File: config.mk
export PLATFORM = sky130hd
export DESIGN_NAME = execute_flat
export DESIGN_NICKNAME = d
export VERILOG_FILES = /design/src/rtl/execute_pkg.sv /design/src/rtl/execute_if.sv /design/src/rtl/execute_mul.sv /design/src/rtl/execute.sv /design/src/flat_wrapper.sv
export SDC_FILE = /design/constraint.sdc
export NUM_CORES = 1
export LEC_CHECK = 0
export CORE_ASPECT_RATIO = 1.25
export CORE_MARGIN = 3
export CORE_UTILIZATION = 38
export CTS_CLUSTER_DIAMETER = 100
export DETAILED_ROUTE_END_ITERATION = 12
export HOLD_SLACK_MARGIN = 0.15
export MAX_ROUTING_LAYER = met4
export SETUP_SLACK_MARGIN = 0.2
export SYNTH_ARGS = -nofsm -noshare
export SYNTH_HDL_FRONTEND = slang
export SYNTH_SLANG_ARGS = --single-unit
File: constraint.sdc
create_clock -name clk -period 5.14 [get_ports clk]
set_input_delay 1.028 -clock clk [delete_from_list [all_inputs] [get_ports clk]]
set_output_delay 1.028 -clock clk [all_outputs]
set_load 0.01 [all_outputs]
File: src/rtl/execute_pkg.sv
// Shared definitions for the execute stage: default widths, ALU op codes,
// branch condition codes, FSM states and the branch-compare helper.
package execute_pkg;

    localparam int DEF_XLEN    = 32;
    localparam int DEF_ADDR_W  = 32;
    localparam int DEF_MUL_CYC = 32;

    typedef enum logic [3:0] {
        ALU_ADD   = 4'd0,
        ALU_SUB   = 4'd1,
        ALU_AND   = 4'd2,
        ALU_OR    = 4'd3,
        ALU_XOR   = 4'd4,
        ALU_SLL   = 4'd5,
        ALU_SRL   = 4'd6,
        ALU_SRA   = 4'd7,
        ALU_SLT   = 4'd8,
        ALU_SLTU  = 4'd9,
        ALU_PASSB = 4'd10,
        ALU_MUL   = 4'd11
    } alu_op_e;

    typedef enum logic [2:0] {
        BR_EQ  = 3'd0,
        BR_NE  = 3'd1,
        BR_LT  = 3'd4,
        BR_GE  = 3'd5,
        BR_LTU = 3'd6,
        BR_GEU = 3'd7
    } br_cond_e;

    typedef enum logic {
        ST_RUN,
        ST_MUL
    } state_e;

    // Width-independent: callers supply the three raw compare results.
    function automatic logic br_taken(input logic [2:0] cond, input logic eq,
                                      input logic lt, input logic ltu);
        case (cond)
            BR_EQ:   return eq;
            BR_NE:   return ~eq;
            BR_LT:   return lt;
            BR_GE:   return ~lt;
            BR_LTU:  return ltu;
            BR_GEU:  return ~ltu;
            default: return 1'b0;
        endcase
    endfunction

endpackage

File: src/rtl/execute_if.sv
// Decode-to-execute bundle plus the registered execute outputs.
// master = decode/upstream side, slave = execute stage.
interface execute_if
    import execute_pkg::*;
#(
    parameter int XLEN   = DEF_XLEN,
    parameter int ADDR_W = DEF_ADDR_W
) ();

    logic [ADDR_W-1:0] PC_in;
    logic              pipeline_in_valid;
    logic [3:0]        alu_op;
    logic [XLEN-1:0]   op_a;
    logic [XLEN-1:0]   op_b;
    logic [XLEN-1:0]   imm;
    logic              is_branch;
    logic [2:0]        br_cond;
    logic              is_jal;
    logic              is_jalr;
    logic [4:0]        rd_addr_in;
    logic              rd_wr_in;
    logic              stall;

    logic              busy;
    logic [ADDR_W-1:0] PC_out;
    logic [XLEN-1:0]   result;
    logic [4:0]        rd_addr;
    logic              rd_wr;
    logic              pipeline_valid;
    logic              flush;
    logic [ADDR_W-1:0] flush_addr;

    modport master (
        output PC_in, pipeline_in_valid, alu_op, op_a, op_b, imm, is_branch,
               br_cond, is_jal, is_jalr, rd_addr_in, rd_wr_in, stall,
        input  busy, PC_out, result, rd_addr, rd_wr, pipeline_valid, flush,
               flush_addr
    );

    modport slave (
        input  PC_in, pipeline_in_valid, alu_op, op_a, op_b, imm, is_branch,
               br_cond, is_jal, is_jalr, rd_addr_in, rd_wr_in, stall,
        output busy, PC_out, result, rd_addr, rd_wr, pipeline_valid, flush,
               flush_addr
    );

endinterface

File: src/rtl/execute_mul.sv
// Iterative shift-add multiplier (low XLEN bits). busy_o covers the iterations;
// done_o stays high with product_o stable until the next start_i.
module exec_mul #(
    parameter int XLEN    = 32,
    parameter int MUL_CYC = 32
) (
    input  logic            clk,
    input  logic            reset,
    input  logic            start_i,
    input  logic [XLEN-1:0] a_i,
    input  logic [XLEN-1:0] b_i,
    output logic            busy_o,
    output logic            done_o,
    output logic [XLEN-1:0] product_o
);

    localparam int CW = $clog2(MUL_CYC + 1);

    logic [XLEN-1:0] acc_q;
    logic [XLEN-1:0] mcand_q;
    logic [XLEN-1:0] mplier_q;
    logic [CW-1:0]   cnt_q;
    logic            busy_q;
    logic            done_q;

    always_ff @(posedge clk) begin
        if (reset) begin
            acc_q    <= '0;
            mcand_q  <= '0;
            mplier_q <= '0;
            cnt_q    <= '0;
            busy_q   <= 1'b0;
            done_q   <= 1'b0;
        end else if (start_i) begin
            acc_q    <= '0;
            mcand_q  <= a_i;
            mplier_q <= b_i;
            cnt_q    <= CW'(MUL_CYC);
            busy_q   <= 1'b1;
            done_q   <= 1'b0;
        end else if (busy_q) begin
            if (mplier_q[0]) begin
                acc_q <= acc_q + mcand_q;
            end
            mcand_q  <= mcand_q << 1;
            mplier_q <= mplier_q >> 1;
            cnt_q    <= cnt_q - CW'(1);
            if (cnt_q == CW'(1)) begin
                busy_q <= 1'b0;
                done_q <= 1'b1;
            end
        end
    end

    assign busy_o    = busy_q;
    assign done_o    = done_q;
    assign product_o = acc_q;

endmodule

File: src/rtl/execute.sv
// Execute stage: ALU, branch/jump resolution, flush generation and output registers.
// Define EXEC_MUL_EN to add the iterative multiplier for alu_op 11.
module execute
    import execute_pkg::*;
#(
    parameter int XLEN    = DEF_XLEN,
    parameter int ADDR_W  = DEF_ADDR_W,
    parameter int MUL_CYC = DEF_MUL_CYC
) (
    input logic      clk,
    input logic      reset,
    execute_if.slave bus
);

    logic [XLEN-1:0]   result_q;
    logic [ADDR_W-1:0] pcOut_q;
    logic [ADDR_W-1:0] flushAddr_q;
    logic [4:0]        rdAddr_q;
    logic              rdWr_q;
    logic              pipeValid_q;
    logic              flush_q;
    state_e            state_q;

    logic              accept;
    logic [4:0]        shamt;
    logic [XLEN-1:0]   aluResult_d;
    logic [ADDR_W-1:0] jalTarget_d;
    logic [ADDR_W-1:0] jalrTarget_d;
    logic [ADDR_W-1:0] linkAddr_d;
    logic              taken_d;

    // The instruction decode shows while flush is high is wrong-path and is refused here.
    assign accept = bus.pipeline_in_valid & ~bus.stall & ~flush_q & (state_q == ST_RUN);
    assign shamt  = bus.op_b[4:0];

    always_comb begin
        aluResult_d = '0;
        case (bus.alu_op)
            ALU_ADD:   aluResult_d = bus.op_a + bus.op_b;
            ALU_SUB:   aluResult_d = bus.op_a - bus.op_b;
            ALU_AND:   aluResult_d = bus.op_a & bus.op_b;
            ALU_OR:    aluResult_d = bus.op_a | bus.op_b;
            ALU_XOR:   aluResult_d = bus.op_a ^ bus.op_b;
            ALU_SLL:   aluResult_d = bus.op_a << shamt;
            ALU_SRL:   aluResult_d = bus.op_a >> shamt;
            ALU_SRA:   aluResult_d = $signed(bus.op_a) >>> shamt;
            ALU_SLT:   aluResult_d = {{(XLEN-1){1'b0}}, $signed(bus.op_a) < $signed(bus.op_b)};
            ALU_SLTU:  aluResult_d = {{(XLEN-1){1'b0}}, bus.op_a < bus.op_b};
            ALU_PASSB: aluResult_d = bus.op_b;
            default:   aluResult_d = '0;
        endcase
    end

    assign jalTarget_d  = bus.PC_in + ADDR_W'(bus.imm);
    assign jalrTarget_d = ADDR_W'(bus.op_a + bus.imm) & ~ADDR_W'(1);
    assign linkAddr_d   = bus.PC_in + ADDR_W'(4);
    assign taken_d      = bus.is_branch &
                          br_taken(bus.br_cond, bus.op_a == bus.op_b,
                                   $signed(bus.op_a) < $signed(bus.op_b), bus.op_a < bus.op_b);

`ifdef EXEC_MUL_EN
    logic            mulStart;
    logic            mulBusy;
    logic            mulDone;
    logic [XLEN-1:0] mulProduct;

    assign mulStart = accept & ~bus.is_jal & ~bus.is_jalr & ~bus.is_branch &
                      (bus.alu_op == ALU_MUL);

    exec_mul #(.XLEN(XLEN), .MUL_CYC(MUL_CYC)) u_mul (
        .clk       (clk),
        .reset     (reset),
        .start_i   (mulStart),
        .a_i       (bus.op_a),
        .b_i       (bus.op_b),
        .busy_o    (mulBusy),
        .done_o    (mulDone),
        .product_o (mulProduct)
    );

    assign bus.busy = mulBusy;
`else
    assign bus.busy = 1'b0;
`endif

    always_ff @(posedge clk) begin
        if (reset) begin
            result_q    <= '0;
            pcOut_q     <= '0;
            flushAddr_q <= '0;
            rdAddr_q    <= '0;
            rdWr_q      <= 1'b0;
            pipeValid_q <= 1'b0;
            flush_q     <= 1'b0;
            state_q     <= ST_RUN;
        end else if (bus.stall) begin
            flush_q <= 1'b0;
`ifdef EXEC_MUL_EN
        end else if (state_q == ST_MUL) begin
            // PC/rd were captured at accept; only the product and valid land here.
            flush_q     <= 1'b0;
            pipeValid_q <= mulDone;
            if (mulDone) begin
                result_q <= mulProduct;
                state_q  <= ST_RUN;
            end
`endif
        end else if (accept) begin
            pcOut_q     <= bus.PC_in;
            rdAddr_q    <= bus.rd_addr_in;
            rdWr_q      <= bus.rd_wr_in;
            pipeValid_q <= 1'b1;
            flush_q     <= 1'b0;
            if (bus.is_jal) begin
                flush_q     <= 1'b1;
                flushAddr_q <= jalTarget_d;
                result_q    <= XLEN'(linkAddr_d);
            end else if (bus.is_jalr) begin
                flush_q     <= 1'b1;
                flushAddr_q <= jalrTarget_d;
                result_q    <= XLEN'(linkAddr_d);
            end else if (bus.is_branch) begin
                rdWr_q  <= 1'b0;
                flush_q <= taken_d;
                if (taken_d) begin
                    flushAddr_q <= jalTarget_d;
                end
`ifdef EXEC_MUL_EN
            end else if (bus.alu_op == ALU_MUL) begin
                pipeValid_q <= 1'b0;
                state_q     <= ST_MUL;
`endif
            end else begin
                result_q <= aluResult_d;
            end
        end else begin
            pipeValid_q <= 1'b0;
            flush_q     <= 1'b0;
        end
    end

    assign bus.PC_out         = pcOut_q;
    assign bus.result         = result_q;
    assign bus.rd_addr        = rdAddr_q;
    assign bus.rd_wr          = rdWr_q;
    assign bus.pipeline_valid = pipeValid_q;
    assign bus.flush          = flush_q;
    assign bus.flush_addr     = flushAddr_q;

endmodule
File: src/flat_wrapper.sv
// flat-port wrapper written by rule: the top's interface ports become plain ports
module execute_flat import execute_pkg::*;
#(
    parameter int XLEN    = DEF_XLEN,
    parameter int ADDR_W  = DEF_ADDR_W,
    parameter int MUL_CYC = DEF_MUL_CYC
)
  (clk, reset, bus_PC_in, bus_pipeline_in_valid, bus_alu_op, bus_op_a, bus_op_b, bus_imm, bus_is_branch, bus_br_cond, bus_is_jal, bus_is_jalr, bus_rd_addr_in, bus_rd_wr_in, bus_stall, bus_busy, bus_PC_out, bus_result, bus_rd_addr, bus_rd_wr, bus_pipeline_valid, bus_flush, bus_flush_addr);
  execute_if #(.XLEN(XLEN), .ADDR_W(ADDR_W)) bus_i ();
  input logic clk;
  input logic reset;
  input wire logic [$bits(bus_i.PC_in)-1:0] bus_PC_in;
  input wire logic [$bits(bus_i.pipeline_in_valid)-1:0] bus_pipeline_in_valid;
  input wire logic [$bits(bus_i.alu_op)-1:0] bus_alu_op;
  input wire logic [$bits(bus_i.op_a)-1:0] bus_op_a;
  input wire logic [$bits(bus_i.op_b)-1:0] bus_op_b;
  input wire logic [$bits(bus_i.imm)-1:0] bus_imm;
  input wire logic [$bits(bus_i.is_branch)-1:0] bus_is_branch;
  input wire logic [$bits(bus_i.br_cond)-1:0] bus_br_cond;
  input wire logic [$bits(bus_i.is_jal)-1:0] bus_is_jal;
  input wire logic [$bits(bus_i.is_jalr)-1:0] bus_is_jalr;
  input wire logic [$bits(bus_i.rd_addr_in)-1:0] bus_rd_addr_in;
  input wire logic [$bits(bus_i.rd_wr_in)-1:0] bus_rd_wr_in;
  input wire logic [$bits(bus_i.stall)-1:0] bus_stall;
  output wire logic [$bits(bus_i.busy)-1:0] bus_busy;
  output wire logic [$bits(bus_i.PC_out)-1:0] bus_PC_out;
  output wire logic [$bits(bus_i.result)-1:0] bus_result;
  output wire logic [$bits(bus_i.rd_addr)-1:0] bus_rd_addr;
  output wire logic [$bits(bus_i.rd_wr)-1:0] bus_rd_wr;
  output wire logic [$bits(bus_i.pipeline_valid)-1:0] bus_pipeline_valid;
  output wire logic [$bits(bus_i.flush)-1:0] bus_flush;
  output wire logic [$bits(bus_i.flush_addr)-1:0] bus_flush_addr;
  assign bus_i.PC_in = bus_PC_in;
  assign bus_i.pipeline_in_valid = bus_pipeline_in_valid;
  assign bus_i.alu_op = bus_alu_op;
  assign bus_i.op_a = bus_op_a;
  assign bus_i.op_b = bus_op_b;
  assign bus_i.imm = bus_imm;
  assign bus_i.is_branch = bus_is_branch;
  assign bus_i.br_cond = bus_br_cond;
  assign bus_i.is_jal = bus_is_jal;
  assign bus_i.is_jalr = bus_is_jalr;
  assign bus_i.rd_addr_in = bus_rd_addr_in;
  assign bus_i.rd_wr_in = bus_rd_wr_in;
  assign bus_i.stall = bus_stall;
  assign bus_busy = bus_i.busy;
  assign bus_PC_out = bus_i.PC_out;
  assign bus_result = bus_i.result;
  assign bus_rd_addr = bus_i.rd_addr;
  assign bus_rd_wr = bus_i.rd_wr;
  assign bus_pipeline_valid = bus_i.pipeline_valid;
  assign bus_flush = bus_i.flush;
  assign bus_flush_addr = bus_i.flush_addr;
  execute #(.XLEN(XLEN), .ADDR_W(ADDR_W), .MUL_CYC(MUL_CYC)) u_core (.clk(clk), .reset(reset), .bus(bus_i));
endmodule
# Word level (Yosys, flattened, before mapping)
# Cells that the tools add are included.
# totals
register_bits,104
latchBits,0
mem_bits_rw,0
mem_bits_ro,0
input_bits,148
out_inout_bits,105
mem_count,0
# op_classes
add_sub_neg,5
multipliers,0
n_div,0
n_lt_le_gt_ge,2
eq_ne,17
shifts,3
muxes,16
n_bitwise,12
reduce_logical,8
# ops
cell,count
case mux 32 bit (11 select lines),1
2-to-1 mux 32 bit,7
adder 32 bit,3
< comparator 32 bit,2
adder 32 x 3 -> 32 bit (second input constant),1
AND 32 bit,1
== test 32 bit,1
bitwise OR 32 bit,1
<< shifter 32 x 5 -> 32 bit,1
right shift 32 x 5 -> 32 bit,1
>>> shifter 32 x 5 -> 32 bit,1
subtractor 32 bit,1
bitwise XOR 32 bit,1
== test 4 x 3 -> 1 bit (second input constant),4
== test 3 bit (second input constant),4
== test 4 bit (second input constant),3
== test 4 x 2 -> 1 bit (second input constant),2
2-to-1 mux 1 bit,7
inverter 1 bit,6
case mux 1 bit (6 select lines),1
nonzero test 3 bit,2
== test 4 x 1 -> 1 bit (second input constant),1
logical NOT 4 bit,1
AND reduction 4 bit,1
7 further kinds,9

# Longest topological paths before layout
# Gate-level depths: netlist (run 1).
# logic_depth
word_depth,8
mapped_depth,18
mapped_depth_nobuf,14

# Worst setup path before layout (run 1)
# OpenSTA, ideal clock, no wires.
# synth_path
path_kind,input to register
startpoint,in bus_op_b[2]
endpoint,"reg u_core.result_q[28], in the netlist u_core.bus.result[28]"
setup_time_ns,0.117
arrival_ns,4.352
setup_slack_ns,0.672
stages,16
cell_sequence,clkbuf_1 -> inv_2 -> clkbuf_1 -> clkbuf_1 -> ha_1 -> buf_2 -> a211o_1 -> a21oi_2 -> o21ai_1 -> a311oi_2 -> o221ai_1 -> o21a_1 -> a311oi_1 -> o211a_1 -> a21oi_1 -> o22a_1
# synth_via
elab_chain_cells,5
elab_cells_between_ends,9
# synth_rtl
item,line,rtl
from (decl),flat_wrapper.sv:16,input wire logic [$bits(bus_i.op_b)-1:0] bus_op_b;
subtractor 32 bit (tied with other cells),execute.sv:40,ALU_SUB: aluResult_d = bus.op_a - bus.op_b;
case mux 32 bit (11 select lines) *,execute.sv:38,case (bus.alu_op)
2-to-1 mux 32 bit *,execute.sv:122,end else if (bus.is_branch) begin
2-to-1 mux 32 bit *,execute.sv:118,end else if (bus.is_jalr) begin
2-to-1 mux 32 bit *,execute.sv:114,if (bus.is_jal) begin
to (signal assigned),execute.sv:117,result_q <= XLEN'(linkAddr_d);
to (signal assigned),execute.sv:121,result_q <= XLEN'(linkAddr_d);
to (signal assigned),execute.sv:134,result_q <= aluResult_d;
to (decl),execute.sv:15,logic [XLEN-1:0] result_q;
# Every way passes the cells marked *; elsewhere a longest branch is shown, timed or not. The select of a mux whose other input is x is not followed.
# A chain may end at the register's enable or synchronous reset.

# Worst setup path after layout (run 1)
# layout_path
startpoint,in bus_op_a[1]
endpoint,"reg u_core.result_q[23], in the netlist u_core.bus.result[23]"
# layout_via
elab_chain_cells,5
elab_cells_between_ends,9
# layout_rtl
item,line,rtl
from (decl),flat_wrapper.sv:15,input wire logic [$bits(bus_i.op_a)-1:0] bus_op_a;
subtractor 32 bit (tied with other cells),execute.sv:40,
case mux 32 bit (11 select lines) *,execute.sv:38,
2-to-1 mux 32 bit *,execute.sv:122,
2-to-1 mux 32 bit *,execute.sv:118,
2-to-1 mux 32 bit *,execute.sv:114,
# Marks and branches as above.

==> reports/metrics.yaml, run 1 <==
sta:
  fmax_ghz: 0.2128
  finalSetupTns_ps: 0
  setup_viol: 0
  drv_slew: 0
  finalHoldWorstSlack_ps: 456.8
  worstMarginPinSlew_ps: 1338
  rsz0062_at_grt: "no"
  clock_skew_ps: 10.30
  period_share: 0.9143
  relSlewSlack: 0.1010
  min_period_ps: 4700
  finalHoldViolCount: 0
grt:
  grt_overflow: 0
  track_usage: 0.3911
  grt_max_degree: 75
  grt_pass1_vias: 19624
  grt_pass1_wl_um: 132500
  antenna_found_initial: 1
worst_setup_path:
  reg2reg_to: "u_core.bus.result[23]"
  critPathCaptureType: "register"
  path_max_fanout: 7
  cp.required_ps: 5410
  r2r_cells: 9
  reg2reg_slack_ps: 2330
  setup.worst_path.class: "primary input to register"
  startpoint_type: "primary input"
  cp-startpoint: "bus_op_a[1]"
  timing.rr.start: "u_core.bus.flush"
  worstPathArrival_ps: 4970
  timing.critical_path.to: "u_core.bus.result[23]"
die:
  pin_count: 253
  die-area_mm2: 0.04669
  core_area_mm2: 0.04329
  row_count: 85
  initial_core_util: 0.3873
  die_h_um: 240.8
  die_w_um: 193.9
detailed_routing:
  highest_layer: "met4"
  first_pass_iters: 6
  met2_wirelength_um: 44020
  viasPerCell: 6.424
  wl_met1_um: 35700
  antenna_left: 0
  first_iter_violations: 1758
  met3_length_um: 6548
  wirelength_um: 93050
  drc: 0
  wire_per_inst_um: 29.62
  vias: 20177
clock_network:
  worstSkewPairLatency_ps: 380
  clockRootBuffer: "clkbuf_16"
  cts_buffer_depth: 2
  ctsHoldBuffers: 0
  htree_levels: 3
  cts_tree: "yes"
  clk_pin_slew_ps: 90
  cts_buffers: 9
  clock-sinks: 104
yosys:
  synth_nets: 2618
  syn_avg_cell_area_um2: 7.290
  synth_area_mm2: 0.01677
  synth_ff_type: "dfxtp_1"
  ys_async_sr_fraction: 0
  post_synth_inst_count: 2300
  synthDistinctLibCells: 97
  ys_seq_area_frac: 0.1242
  synth_edf_count: 0
  ys_ff_latch: 104
  yosysWarningCount: 0
power:
  power_switching_mw: 1.735
  seq_power_share: 0.234
  p_sw_frac: 0.4561
  p_int_mw: 2.070
  power.leakage_nw: 8.506
  ir_worst_vdd_mv: 0.2613
  combPwrFrac: 0.571
  p_clk_frac: 0.195
  p_per_area_mw_per_mm2: 182.0
hold_path:
  hp-class: "register to register"
finish:
  fin_area_mm2: 0.02090
  final_layout_size_suffix_gt1_frac: 0.1146
  nets: 2887
  area.growth.synth_to_final_pct: 24.68
  final_cells: 3141
run:
  timing.max_cap.violations: 0
placement:
  gp_congestion: 1.083
  post-place-cells: 3123
  dp_hpwl_um: 75220
  dpl-instance-area_mm2: 0.02060
  port-buffer-count: 251
status:
  outcome: "complete, no violations"
==> power groups by stage <==
stage	Sequential (mW)	Clock, mW	Combinational, mW
floorplan	0.923	0	1.19
global placement	0.907	0	2.11
detailed placement	0.907	0	2.11
CTS	0.889	0.758	2.12
global route	0.894	0.772	2.30
finish	0.890	0.741	2.17
==> metal layers <==
layer / track usage / vias to the layer above
met5: - / -
met4: 0.2377 / 0
met3: 0.04971 / 263
met2: 0.6494 / 1105
met1: 0.4546 / 9759
li1: - / 9050
==> critical path, cell delays in order <==
cell	delay, ps
clkdlybuf4s50_1	670
inv_1	190
ha_1	380
a211oi_1	460
nor2_1	110
o31ai_1	400
a211oi_1	250
o21ai_0	230
buf_4	180
nand2_1	110
a31oi_1	250
xnor2_1	200
a221oi_2	130
a2111oi_2	380
==> Yosys cell counts, types with 39 or more instances <==
cell type  instances  area [µm²]
xor2_1            41       359.1
a211oi_1          52       390.4
nand3_1           39       195.2
nor3_1            79       395.4
a21oi_1          227        1136
o21ai_0          116       580.6
dfxtp_1          104        2082
ha_1             166        2077
nor2_1           285        1070
xnor2_1           70       613.1
inv_1            116       435.4
a21o_1            49       367.9
clkbuf_1          96       360.4
nand2_1          220       825.8
mux4_2            56        1261
==> cell type report <==
cell class / instances / area, µm²
antenna: 2 / 5.005
clock inverter: 6 / 57.56
tap: 565 / 706.9
inverter: 118 / 442.9
sequential: 104 / 2082
clock buffer: 10 / 239.0
timing repair buffer: 411 / 3746
fill: 4380 / 22380
multi-input combinational: 1925 / 13620
==> timing repair <==
| action | 4_1_cts | 5_1_grt |
|---|---|---|
| setup buffers | 0 | 0 |
| setup endpoints to repair | 0 | 8 |
| gates resized for setup | 0 | 1 |
==> registers in the layout, summed over array words and instances, names as in the netlist <==
| signal | cells |
|---|---|
| u_core.bus.pipeline_valid | 1 |
| u_core.bus.flush | 1 |
| u_core.bus.flush_addr | 32 |
| u_core.bus.rd_wr | 1 |
| u_core.bus.result | 32 |
| u_core.bus.rd_addr | 5 |
| u_core.bus.PC_out | 32 |
==> how the worst min path moves through the flow <==
stage                             startpoint  cells past startpoint                  endpoint  slack [ps]
finish                 u_core.bus.PC_out[29]                      2     u_core.bus.PC_out[29]         460
global route            u_core.bus.PC_out[5]                      2      u_core.bus.PC_out[5]         480
CTS                    u_core.bus.PC_out[27]                      2     u_core.bus.PC_out[27]         460
detailed placement     u_core.bus.PC_out[29]                      2     u_core.bus.PC_out[29]         450
global placement        u_core.bus.PC_out[4]                      2      u_core.bus.PC_out[4]         440
floorplan           u_core.bus.flush_addr[0]                      2  u_core.bus.flush_addr[0]         480
==> cell families (layout without fill, tap and decap cells) <==
logic type | count (synthesis) | count (layout) | synth area share
AND/OR/NAND/NOR | 773 | 773 | 0.2098
AO/OA/AOI/OAI | 761 | 761 | 0.3054
buffers and inverters | 271 | 545 | 0.06545
adder cells (fa/ha/maj) | 170 | 170 | 0.1287
XOR/XNOR | 112 | 112 | 0.05896
multiplexers | 108 | 108 | 0.1074
flip-flops | 104 | 104 | 0.1242
other | 1 | 3 | 0.0002237
==> through the flow <==
stage	power (mW)	utilization	worst slack (ps)
after floorplan	2.114	-	671.6
after global placement	3.020	0.4758	133.8
after detailed placement	3.014	0.4758	70.46
after CTS	3.769	0.4827	441.0
after global routing	3.966	0.4828	297.0
final	3.805	0.4829	440.3
==> cell usage in the layout, fill, tap and decap left out, types with 19 or more instances in the layout <==
master           instances
o21ai_0                116
xnor2_1                 70
mux2i_1                 37
clkdlybuf4s50_1        244
buf_4                  157
nand3_1                 39
nand2_1                220
nand4_1                 22
a21o_1                  49
nor2_1                 283
a211oi_1                52
dfxtp_1                104
ha_1                   166
nor2b_1                 23
nor3_1                  77
mux4_2                  56
and3_1                  19
o211ai_1                31
xor2_1                  41
inv_1                  116
a31oi_1                 25
a21oi_1                226
o21bai_1                19
a221oi_1                29
(Power assumes the default switching activity.)
==> run 2, diff against run 1 <==
--- a/config.mk
+++ b/config.mk
@@ -6,7 +6,7 @@
 export NUM_CORES = 1
 export LEC_CHECK = 0
 export CORE_ASPECT_RATIO = 1.25
-export CORE_MARGIN = 3
+export CORE_MARGIN = 2
 export CORE_UTILIZATION = 38
 export CTS_CLUSTER_DIAMETER = 100
 export DETAILED_ROUTE_END_ITERATION = 12
==> reports/metrics.yaml, run 2 (synthesis results as in run 1) <==
worst_setup_path:
  crit_slowest_cell: "clkdlybuf4s50_1"
  reg2reg_slack_ps: 2600  # +270 ps
  r2r_cells: 6  # -3
  critPathCaptureType: "register"
  cp_cell_sequence: "clkdlybuf4s50_1 -> buf_4 -> ha_1 -> fa_1 -> a211o_1 -> a21oi_2 -> o21ai_1 -> a311oi_2 -> o221ai_1 -> o21a_1 -> a311oi_1 -> o221ai_1 -> a21oi_1 -> o22a_1"
  startpoint_type: "primary input"
  timing.rr.start: "u_core.bus.flush"
  worstPathArrival_ps: 5080  # +110 ps
  cp_common_cell: "o221ai_1"
  timing.critical_path.to: "u_core.bus.result[28]"
  cp.required_ps: 5480  # +70 ps
  critical_path.max_stage_delay_ps: 450  # -220 ps
  path_max_fanout: 5  # -2
  setup.worst_path.class: "primary input to register"
  path_depth: 14  # unchanged
  cp-startpoint: "bus_op_a[0]"
  cp_num_buf_inv: 2  # -1
  crit_family: "compound AO/OA/AOI/OAI gates"
  reg2reg_to: "u_core.bus.result[15]"
clock_network:
  clockRootBuffer: "clkbuf_16"
  cts_buffer_depth: 2  # unchanged
  clk_pin_slew_ps: 90  # about the same
  cts_tree: "yes"
  clock-sinks: 104  # unchanged
  postCtsResizedCells: 0  # unchanged
  cts_buffers: 9  # unchanged
  worstSkewPairLatency_ps: 400  # +20 ps
  htree_levels: 3  # unchanged
  ctsHoldBuffers: 0  # unchanged
  post_cts_buffers: 0  # unchanged
sta:
  fmax_ghz: 0.2108  # -0.95%
  setup_slack_ps: 395.3  # -45.04 ps
  finalSetupTns_ps: 0  # unchanged
  finalHoldViolCount: 0  # unchanged
  min_period_ps: 4745  # +45.04 ps
  drv_slew: 1  # +1
  clock_skew_ps: 16.82  # +6.520 ps
  relSlewSlack: -0.007527  # -0.1085
  worstMarginPinSlew_ps: 1500  # +161.5 ps
  rsz0062_at_grt: "no"
  setup_viol: 0  # unchanged
  period_share: 0.9231  # +0.008762
detailed_routing:
  first_pass_iters: 8  # +2
  wirelength_um: 91440  # -1.7%
  vias: 20075  # -0.51%
  met2_wirelength_um: 42380  # -3.7%
  wl_met1_um: 35520  # -0.52%
  first_iter_violations: 1760  # +0.11%
  met3_length_um: 6172  # -5.7%
  viasPerCell: 6.373  # -0.79%
  wire_per_inst_um: 29.03  # -2.0%
  highest_layer: "met4"
  antenna_left: 0  # unchanged
  drc: 0  # unchanged
power:
  ir_worst_vdd_mv: 0.2084  # -20%
  power_switching_mw: 1.732  # -0.22%
  p_clk_frac: 0.204  # +0.009
  seq_power_share: 0.231  # -0.003
  p_sw_frac: 0.4505  # -0.005513
  power.leakage_nw: 8.536  # +0.36%
  p_int_mw: 2.112  # +2.0%
  combPwrFrac: 0.565  # -0.006
  p_total_mw: 3.843  # +1.0%
  p_per_area_mw_per_mm2: 183.4  # +0.73%
finish:
  nets: 2890  # +0.10%
  fill_cells: 4467  # +2.0%
  final_util: 0.4786  # -0.004330
  final_common_cell: "nor2_1"
  final_layout_size_suffix_gt1_frac: 0.1145  # -0.0001334
  layout_common_cells: "nor2_1 (284), clkdlybuf4s50_1 (245), a21oi_1 (226), nand2_1 (220), ha_1 (166)"
  fin_area_mm2: 0.02096  # +0.27%
  area.growth.synth_to_final_pct: 25.01
placement:
  port-buffer-count: 251  # unchanged
  place_ws_ps: 133.2  # +62.72 ps
  gp_congestion: 1.078  # -0.47%
  dp_hpwl_um: 73810  # -1.9%
  dpl-instance-area_mm2: 0.02064  # +0.22%
grt:
  grt_overflow: 0  # unchanged
  grt_pass1_wl_um: 131100  # -1.0%
  track_usage: 0.4030  # +0.01190
  antenna_found_initial: 0  # -1
  grt_max_degree: 67  # -11%
  grt_pass1_vias: 19747  # +0.63%
die:
  die_w_um: 191.9  # -1.0%
  initial_core_util: 0.3828  # -0.004504
  core_area_mm2: 0.04379  # +1.2%
  die_h_um: 238.8  # -0.83%
  row_count: 86  # +1.2%
  die-area_mm2: 0.04583  # -1.9%
  pin_count: 253  # unchanged
status:
  outcome: "complete, but fails checks"
  violations: "max-capacitance violations, max-slew violations"
hold_path:
  hp-class: "register to register"
run:
  timing.max_cap.violations: 1  # +1
run 2: cell count changes in the layout (fill, tap and decap cells not counted), sizes merged:
cell / before / now
buf: 167 / 169
bufinv: 0 / 1
clkbuf: 10 / 9
clkdlybuf4s50: 244 / 245
clkinv: 1 / 2
diode: 2 / 1
inv: 121 / 120
run 2: per-stage QoR:
step | instances | hold WS [ps]
global placement | 3133 | 441.8
finish | 3150 | 457.5
floorplan | 2300 | 476.1
detailed placement | 3133 | 446.6
global route | 3149 | 470.4
CTS | 3149 | 457.2
run 2: final cells by class:
type | count | area [µm²] | area share
diodes | 1 | 2.502 | 0.0001194
clock inverters | 7 | 90.09 | 0.004298
inverters | 118 | 442.9 | 0.02113
well taps | 572 | 715.7 | 0.03415
clock buffers | 9 | 225.2 | 0.01074
multi-input cells | 1925 | 13620 | 0.6496
flip-flops and latches | 104 | 2082 | 0.09933
repair buffers | 414 | 3786 | 0.1806
run 2: worst min-delay path, stage by stage (launching register included):
cell and delay, ps:
dfxtp_1 310, nand2_1 50, a21oi_1 50
run 2: layer usage:
layer	global-route usage	vias up
li1	-	9044
met5	-	-
met2	0.6506	1086
met4	0.2667	0
met3	0.04404	270
met1	0.4724	9675
run 2: worst min-delay path by stage:
stage / startpoint / endpoint / depth (start not counted)
3_3_place_gp: u_core.bus.PC_out[0] / u_core.bus.PC_out[0] / 2
4_1_cts: u_core.bus.PC_out[9] / u_core.bus.PC_out[9] / 2
3_5_place_dp: u_core.bus.PC_out[28] / u_core.bus.PC_out[28] / 2
2_1_floorplan: u_core.bus.flush_addr[0] / u_core.bus.flush_addr[0] / 2
5_1_grt: u_core.bus.PC_out[9] / u_core.bus.PC_out[9] / 2
6_report: u_core.bus.PC_out[28] / u_core.bus.PC_out[28] / 2
run 2: power by group through the flow:
stage               Clock (mW)  Sequential (mW)  Combinational, mW
floorplan                    0            0.923               1.19
global placement             0            0.907               2.11
detailed placement           0            0.906               2.11
CTS                      0.797            0.889               2.12
global route             0.808            0.894               2.30
finish                   0.783            0.889               2.17
